$ cat src/rtl/clint_trap_seq_pkg.sv
// -----------------------------------------------------------------------------
// clint_trap_seq_pkg
//   Shared definitions for the CLINT trap/return sequencer:
//   - sequencer state encoding (3-bit)
//   - machine-mode CSR addresses written by the sequencer
//   - mstatus bit positions touched on trap entry / mret
//   - default mcause codes for timer interrupt and M-mode ecall
// -----------------------------------------------------------------------------
package clint_trap_seq_pkg;

  // Sequencer states. IDLE is the only state in which new work is accepted.
  typedef enum logic [2:0] {
    TS_IDLE      = 3'd0,
    TS_W_MEPC    = 3'd1,
    TS_W_MCAUSE  = 3'd2,
    TS_W_MSTATUS = 3'd3,
    TS_M_MSTATUS = 3'd4,
    TS_REDIR     = 3'd5
  } trap_state_e;

  // Machine-mode CSR addresses.
  localparam logic [11:0] ADDR_MSTATUS = 12'h300;
  localparam logic [11:0] ADDR_MEPC    = 12'h341;
  localparam logic [11:0] ADDR_MCAUSE  = 12'h342;

  // mstatus field positions.
  localparam int MSTATUS_MIE    = 3;
  localparam int MSTATUS_MPIE   = 7;
  localparam int MSTATUS_MPP_LO = 11;
  localparam int MSTATUS_MPP_HI = 12;

  // Privilege encoding for machine mode, written into MPP.
  localparam logic [1:0] PRIV_M = 2'b11;

  // Default mcause exception/interrupt codes.
  localparam int CAUSE_M_TIMER_INT = 7;
  localparam int CAUSE_M_ECALL     = 11;

endpackage : clint_trap_seq_pkg

$ cat src/rtl/clint_trap_seq.sv
// -----------------------------------------------------------------------------
// clint_trap_seq
//   Trap/return sequencer owning the CSR file's CLINT write port.
//   On an accepted timer interrupt or ecall it writes mepc, mcause and mstatus
//   on three consecutive cycles and then issues a one-cycle fetch redirect to
//   mtvec (direct mode). On mret it writes the restored mstatus and redirects
//   to mepc. The pipeline is stalled from the acceptance cycle until the
//   redirect cycle inclusive.
//
// Ports
//   clk, rst_n              clock, asynchronous active-low reset
//   inst_valid_i            valid instruction at the commit point
//   inst_pc_i               PC of that instruction
//   ecall_i, mret_i         instruction is ecall / mret
//   global_int_en_i         mstatus.MIE
//   mtime_int_en_i          mie.MTIE
//   mtime_int_pend_i        mip.MTIP
//   csr_mtvec_i             current mtvec
//   csr_mepc_i              current mepc
//   csr_mstatus_i           current mstatus
//   clint_csr_wen_o         CSR write enable (registered)
//   clint_csr_waddr_o       CSR write address (registered)
//   clint_csr_wdata_o       CSR write data (registered)
//   stall_o                 freeze pipeline / suppress CPU CSR writes (comb.)
//   redirect_o              one-cycle fetch redirect (registered)
//   redirect_pc_o           redirect target, valid while redirect_o=1
// -----------------------------------------------------------------------------
module clint_trap_seq
  import clint_trap_seq_pkg::*;
#(
  parameter int XLEN        = 64,
  parameter int TIMER_CAUSE = CAUSE_M_TIMER_INT,
  parameter int ECALL_CAUSE = CAUSE_M_ECALL
) (
  input  logic            clk,
  input  logic            rst_n,
  input  logic            inst_valid_i,
  input  logic [XLEN-1:0] inst_pc_i,
  input  logic            ecall_i,
  input  logic            mret_i,
  input  logic            global_int_en_i,
  input  logic            mtime_int_en_i,
  input  logic            mtime_int_pend_i,
  input  logic [XLEN-1:0] csr_mtvec_i,
  input  logic [XLEN-1:0] csr_mepc_i,
  input  logic [XLEN-1:0] csr_mstatus_i,
  output logic            clint_csr_wen_o,
  output logic [11:0]     clint_csr_waddr_o,
  output logic [XLEN-1:0] clint_csr_wdata_o,
  output logic            stall_o,
  output logic            redirect_o,
  output logic [XLEN-1:0] redirect_pc_o
);

  localparam logic [XLEN-2:0] TIMER_CODE = (XLEN-1)'(TIMER_CAUSE);
  localparam logic [XLEN-2:0] ECALL_CODE = (XLEN-1)'(ECALL_CAUSE);

  // mstatus value written on trap entry: save MIE into MPIE, disable
  // interrupts, record machine mode as the previous privilege.
  function automatic logic [XLEN-1:0] trap_mstatus(input logic [XLEN-1:0] m);
    logic [XLEN-1:0] r;
    r = m;
    r[MSTATUS_MPIE] = m[MSTATUS_MIE];
    r[MSTATUS_MIE]  = 1'b0;
    r[MSTATUS_MPP_HI:MSTATUS_MPP_LO] = PRIV_M;
    return r;
  endfunction

  // mstatus value written on mret: restore MIE from MPIE, set MPIE, and
  // keep MPP at machine mode (only M-mode is implemented).
  function automatic logic [XLEN-1:0] mret_mstatus(input logic [XLEN-1:0] m);
    logic [XLEN-1:0] r;
    r = m;
    r[MSTATUS_MIE]  = m[MSTATUS_MPIE];
    r[MSTATUS_MPIE] = 1'b1;
    r[MSTATUS_MPP_HI:MSTATUS_MPP_LO] = PRIV_M;
    return r;
  endfunction

  trap_state_e     state_reg, state_next;
  logic [XLEN-1:0] pc_reg, pc_next;
  logic [XLEN-1:0] cause_reg, cause_next;
  logic [XLEN-1:0] mstat_reg, mstat_next;
  logic [XLEN-1:0] tgt_reg, tgt_next;
  logic            wen_reg, wen_next;
  logic [11:0]     waddr_reg, waddr_next;
  logic [XLEN-1:0] wdata_reg, wdata_next;
  logic            redirect_reg, redirect_next;

  logic int_take;
  logic take_trap;
  logic take_mret;
  logic accept;

  // mtvec mode bits are ignored: only direct mode is supported.
  logic unused_mtvec_mode;
  assign unused_mtvec_mode = ^csr_mtvec_i[1:0];

  // Interrupt has priority over ecall, ecall over mret. An interrupt is only
  // taken against a valid instruction, whose PC becomes mepc.
  always_comb begin
    int_take  = global_int_en_i & mtime_int_en_i & mtime_int_pend_i;
    take_trap = inst_valid_i & (int_take | ecall_i);
    take_mret = inst_valid_i & ~int_take & ~ecall_i & mret_i;
    // Gating with rst_n keeps stall_o low for the whole reset window.
    accept    = rst_n & (state_reg == TS_IDLE) & (take_trap | take_mret);
  end

  // Next-state and snapshot capture.
  always_comb begin
    state_next = state_reg;
    pc_next    = pc_reg;
    cause_next = cause_reg;
    mstat_next = mstat_reg;
    tgt_next   = tgt_reg;

    case (state_reg)
      TS_IDLE: begin
        if (accept) begin
          pc_next    = inst_pc_i;
          mstat_next = csr_mstatus_i;
          if (take_trap) begin
            state_next = TS_W_MEPC;
            cause_next = int_take ? {1'b1, TIMER_CODE} : {1'b0, ECALL_CODE};
            tgt_next   = {csr_mtvec_i[XLEN-1:2], 2'b00};
          end else begin
            state_next = TS_M_MSTATUS;
            tgt_next   = csr_mepc_i;
          end
        end
      end
      TS_W_MEPC:    state_next = TS_W_MCAUSE;
      TS_W_MCAUSE:  state_next = TS_W_MSTATUS;
      TS_W_MSTATUS: state_next = TS_REDIR;
      TS_M_MSTATUS: state_next = TS_REDIR;
      TS_REDIR:     state_next = TS_IDLE;
      default:      state_next = TS_IDLE;
    endcase
  end

  // Output registers are loaded from the state being entered, so they line
  // up with that state. Snapshot *_next values are used because the capture
  // and the first write-state transition happen on the same edge.
  always_comb begin
    wen_next      = 1'b0;
    waddr_next    = '0;
    wdata_next    = '0;
    redirect_next = 1'b0;

    case (state_next)
      TS_W_MEPC: begin
        wen_next   = 1'b1;
        waddr_next = ADDR_MEPC;
        wdata_next = pc_next;
      end
      TS_W_MCAUSE: begin
        wen_next   = 1'b1;
        waddr_next = ADDR_MCAUSE;
        wdata_next = cause_next;
      end
      TS_W_MSTATUS: begin
        wen_next   = 1'b1;
        waddr_next = ADDR_MSTATUS;
        wdata_next = trap_mstatus(mstat_next);
      end
      TS_M_MSTATUS: begin
        wen_next   = 1'b1;
        waddr_next = ADDR_MSTATUS;
        wdata_next = mret_mstatus(mstat_next);
      end
      TS_REDIR: begin
        redirect_next = 1'b1;
      end
      default: begin
        wen_next = 1'b0;
      end
    endcase
  end

  always_ff @(posedge clk or negedge rst_n) begin
    if (!rst_n) begin
      state_reg    <= TS_IDLE;
      pc_reg       <= '0;
      cause_reg    <= '0;
      mstat_reg    <= '0;
      tgt_reg      <= '0;
      wen_reg      <= 1'b0;
      waddr_reg    <= '0;
      wdata_reg    <= '0;
      redirect_reg <= 1'b0;
    end else begin
      state_reg    <= state_next;
      pc_reg       <= pc_next;
      cause_reg    <= cause_next;
      mstat_reg    <= mstat_next;
      tgt_reg      <= tgt_next;
      wen_reg      <= wen_next;
      waddr_reg    <= waddr_next;
      wdata_reg    <= wdata_next;
      redirect_reg <= redirect_next;
    end
  end

  assign clint_csr_wen_o   = wen_reg;
  assign clint_csr_waddr_o = waddr_reg;
  assign clint_csr_wdata_o = wdata_reg;
  assign redirect_o        = redirect_reg;
  assign redirect_pc_o     = tgt_reg;
  assign stall_o           = (state_reg != TS_IDLE) | accept;

endmodule : clint_trap_seq

$ cat config.mk
export PLATFORM = sky130hd
export DESIGN_NAME = clint_trap_seq
export DESIGN_NICKNAME = d
export VERILOG_FILES = /design/src/rtl/clint_trap_seq_pkg.sv /design/src/rtl/clint_trap_seq.sv
export SDC_FILE = /design/constraint.sdc
export NUM_CORES = 1
export LEC_CHECK = 0
export BUFFER_PORTS_ARGS = -buffer_cell sky130_fd_sc_hd__buf_2
export CORE_MARGIN = 8
export CORE_UTILIZATION = 44
export DETAILED_ROUTE_END_ITERATION = 8
export PLACE_DENSITY_LB_ADDON = 0.2
export SLEW_MARGIN = 15
export SYNTH_ARGS = -nofsm -noshare
export SYNTH_HDL_FRONTEND = slang
export SYNTH_SLANG_ARGS = --single-unit
$ cat constraint.sdc
create_clock -name clk -period 2.2 [get_ports clk]
set_clock_uncertainty 0.15 [all_clocks]
set_input_delay 0.11 -clock clk [delete_from_list [all_inputs] [get_ports clk]]
set_output_delay 0.11 -clock clk [all_outputs]
set_load 0.005 [all_outputs]
==> flow_summary.ini <==
[route]
routedWlPerCell_um = 20.1
wirelength_um = 37800
drc = 0
dr.pass1.iters = 5
vias = 9228
drtAntennaViolNets = 0
vias_per_cell = 4.91
drt-initial-drc-count = 715

[sta]
hold_viol_final = 0
post-route-period-util_pct = 98.4
setup_viol = 0
setup_ws_ns = 0.0350
max_freq_mhz = 462
slew_headroom_pct = 38.8
tightest_slew_ns = 0.918
period_needed_ns = 2.16
drv_slew = 0
finalSetupTns_ns = 0

[synth]
synth-main-ff-cell = dfrtp_1
ys_seq_elements = 262
synth.distinct_cells = 31
synth.cell_area_mm2 = 0.0104
syn_inst = 872
synth_edf_count = 0
syn_area_per_cell_um2 = 11.9
yosysSeqAreaShare_pct = 63.0
async_reset_ff_share_pct = 100
ys_warn_count = 0

[cts]
clk_pin_slew_worst_paths_ns = 0.06
ctsRootBufferMaster = clkbuf_16
cts_tree = done
clk_path_buf_depth = 3
numCtsBuffers = 28
h-tree-depth = 1
clk_latency_ns = 0.53
cts.sinks = 262

[place]
portBuffers = 395
dp_worst_setup_slack_ns = 0.257
placed_cells = 1550
gp_congestion = 0.972
placed_area_mm2 = 0.0127
hpwl_um = 22900

[final_layout]
layout_commonest_cell = buf_2
fin_area_mm2 = 0.0165
finalNonFillerCells = 1881
drive_gt1_share_pct = 31.7
nets = 1798
fillers = 1597
final_cell_mix = 394 x buf_2, 262 x dfrtp_1, 260 x dlygate4sd3_1
area_growth_syn_to_layout_pct = 58.5

[floorplan]
io_pins = 407
rows = 56
die_area_mm2 = 0.0288
die_h_um = 170
start_util_pct = 44.6
core_area_mm2 = 0.0233
fp.dieW_um = 170

[global_route]
grt_overflow = 0
grt_first_pass_wirelength_um = 57200
antenna_found_initial = 8
grt_usage_pct = 25.3
grt_max_degree = 170
grt_pass1_vias = 10100

[worst_hold_path]
hold_class = input port to asynchronous set/reset pin

[critical_path]
crit_arrival_ns = 2.40
cp.required_ns = 2.43
critPathKind = input port to flip-flop
critPathCaptureType = flip-flop
cp_max_fo = 15
startpoint_type = input port

[flow_run]
maxCapViolCount = 0

[power_and_ir_drop]
p_leak_nw = 9.14
p_per_area_mw_per_mm2 = 1050
vdd_drop_max_mv = 0.662

[status]
outcome = finished, final reports clean
-- metrics by stage --
stage / util [%] / hold slack (ns) / power (mW)
6_report: 70.7 / 0.0477 / 17.3
5_1_grt: 70.7 / 0.0375 / 18.3
4_1_cts: 70.4 / 0.0267 / 17.3
3_5_place_dp: 54.6 / -0.158 / 11.9
3_3_place_gp: 54.6 / -0.161 / 11.8
2_1_floorplan: - / -0.336 / 9.37
-- worst max-delay path: stages --
cell,delay (ns)
dlygate4sd3_1,0.56
buf_2,0.15
a31o_2,0.30
nand2_8,0.16
buf_4,0.20
mux2i_1,0.23
dlygate4sd3_1,0.58
o21ai_0,0.10
-- synthesized netlist by cell type, types with 10 or more instances --
library cell	count	share of area, %
buf_4	15	1.1
mux2i_1	123	12
o21ai_0	108	5.2
a22oi_1	62	4.5
buf_2	15	0.72
buf_6	10	1.1
inv_1	62	2.2
dfrtp_1	262	63
nor2b_1	59	3.5
o21ai_1	15	0.72
clkbuf_1	29	1.0
nand2_1	74	2.7
-- timing repair --
action                     4_1_cts  5_1_grt
hold endpoints to repair       457        0
resized for setup                0        1
buffers inserted                 2        8
hold buffers                   261        0
gates cloned                     2        0
setup endpoints to repair        1       10
pin swaps                        2        1
-- final cells by class --
type | instances | area [µm²] | share of cell area [%]
clock buffer | 42 | 865 | 5.24
inverter | 62 | 233 | 1.41
multi-input combinational | 484 | 3270 | 19.8
clock inverter | 10 | 109 | 0.660
antenna | 6 | 15.0 | 0.0910
tap | 319 | 399 | 2.42
sequential | 262 | 6560 | 39.7
timing repair buffer | 696 | 5060 | 30.7
-- where the power goes --
part | switching (mW) | internal, mW
sequential | 0.686 | 6.47
combinational | 2.92 | 2.36
clock | 1.91 | 2.95
total | 5.52 | 11.8
-- routing by layer --
| layer | GRT usage [%] | routed length (µm) | up-vias |
|---|---|---|---|
| met5 | 0 | 29 | - |
| met4 | 12.8 | 1890 | 4 |
| met3 | 7.30 | 3380 | 96 |
| met2 | 42.7 | 18300 | 425 |
| met1 | 29.2 | 14300 | 4440 |
| li1 | - | - | 4263 |
-- logic make-up after synthesis --
logic type / count (synthesis) / synth area share [%]
AOI/OAI and AO/OA: 202 / 11.6
buffers and inverters: 132 / 6.31
DFF: 262 / 63.0
muxes: 123 / 11.8
other: 1 / 0.0360
and+or+nand+nor: 152 / 7.27
-- final timing paths --
kind | to | start | slack [ns] | cells after the start
max | redirect_pc_o[34]$_DFFE_PN0P_ | ecall_i | 0.04 | 8
min | state_reg[0]$_DFF_PN0_ | rst_n | 0.05 | 3
max reg2reg | clint_csr_wdata_o[3]$_DFF_PN0_ | state_reg[0]$_DFF_PN0_ | 0.13 | 6
min reg2reg | mstat_reg[40]$_DFF_PN0_ | mstat_reg[40]$_DFF_PN0_ | 0.32 | 2
max in group asynchronous | redirect_pc_o[23]$_DFFE_PN0P_ | rst_n | 0.93 | 3
min in group clk | clint_csr_wdata_o[7]$_DFF_PN0_ | mret_i | 0.07 | 4
Note: power is estimated with default switching activity, not from simulation.
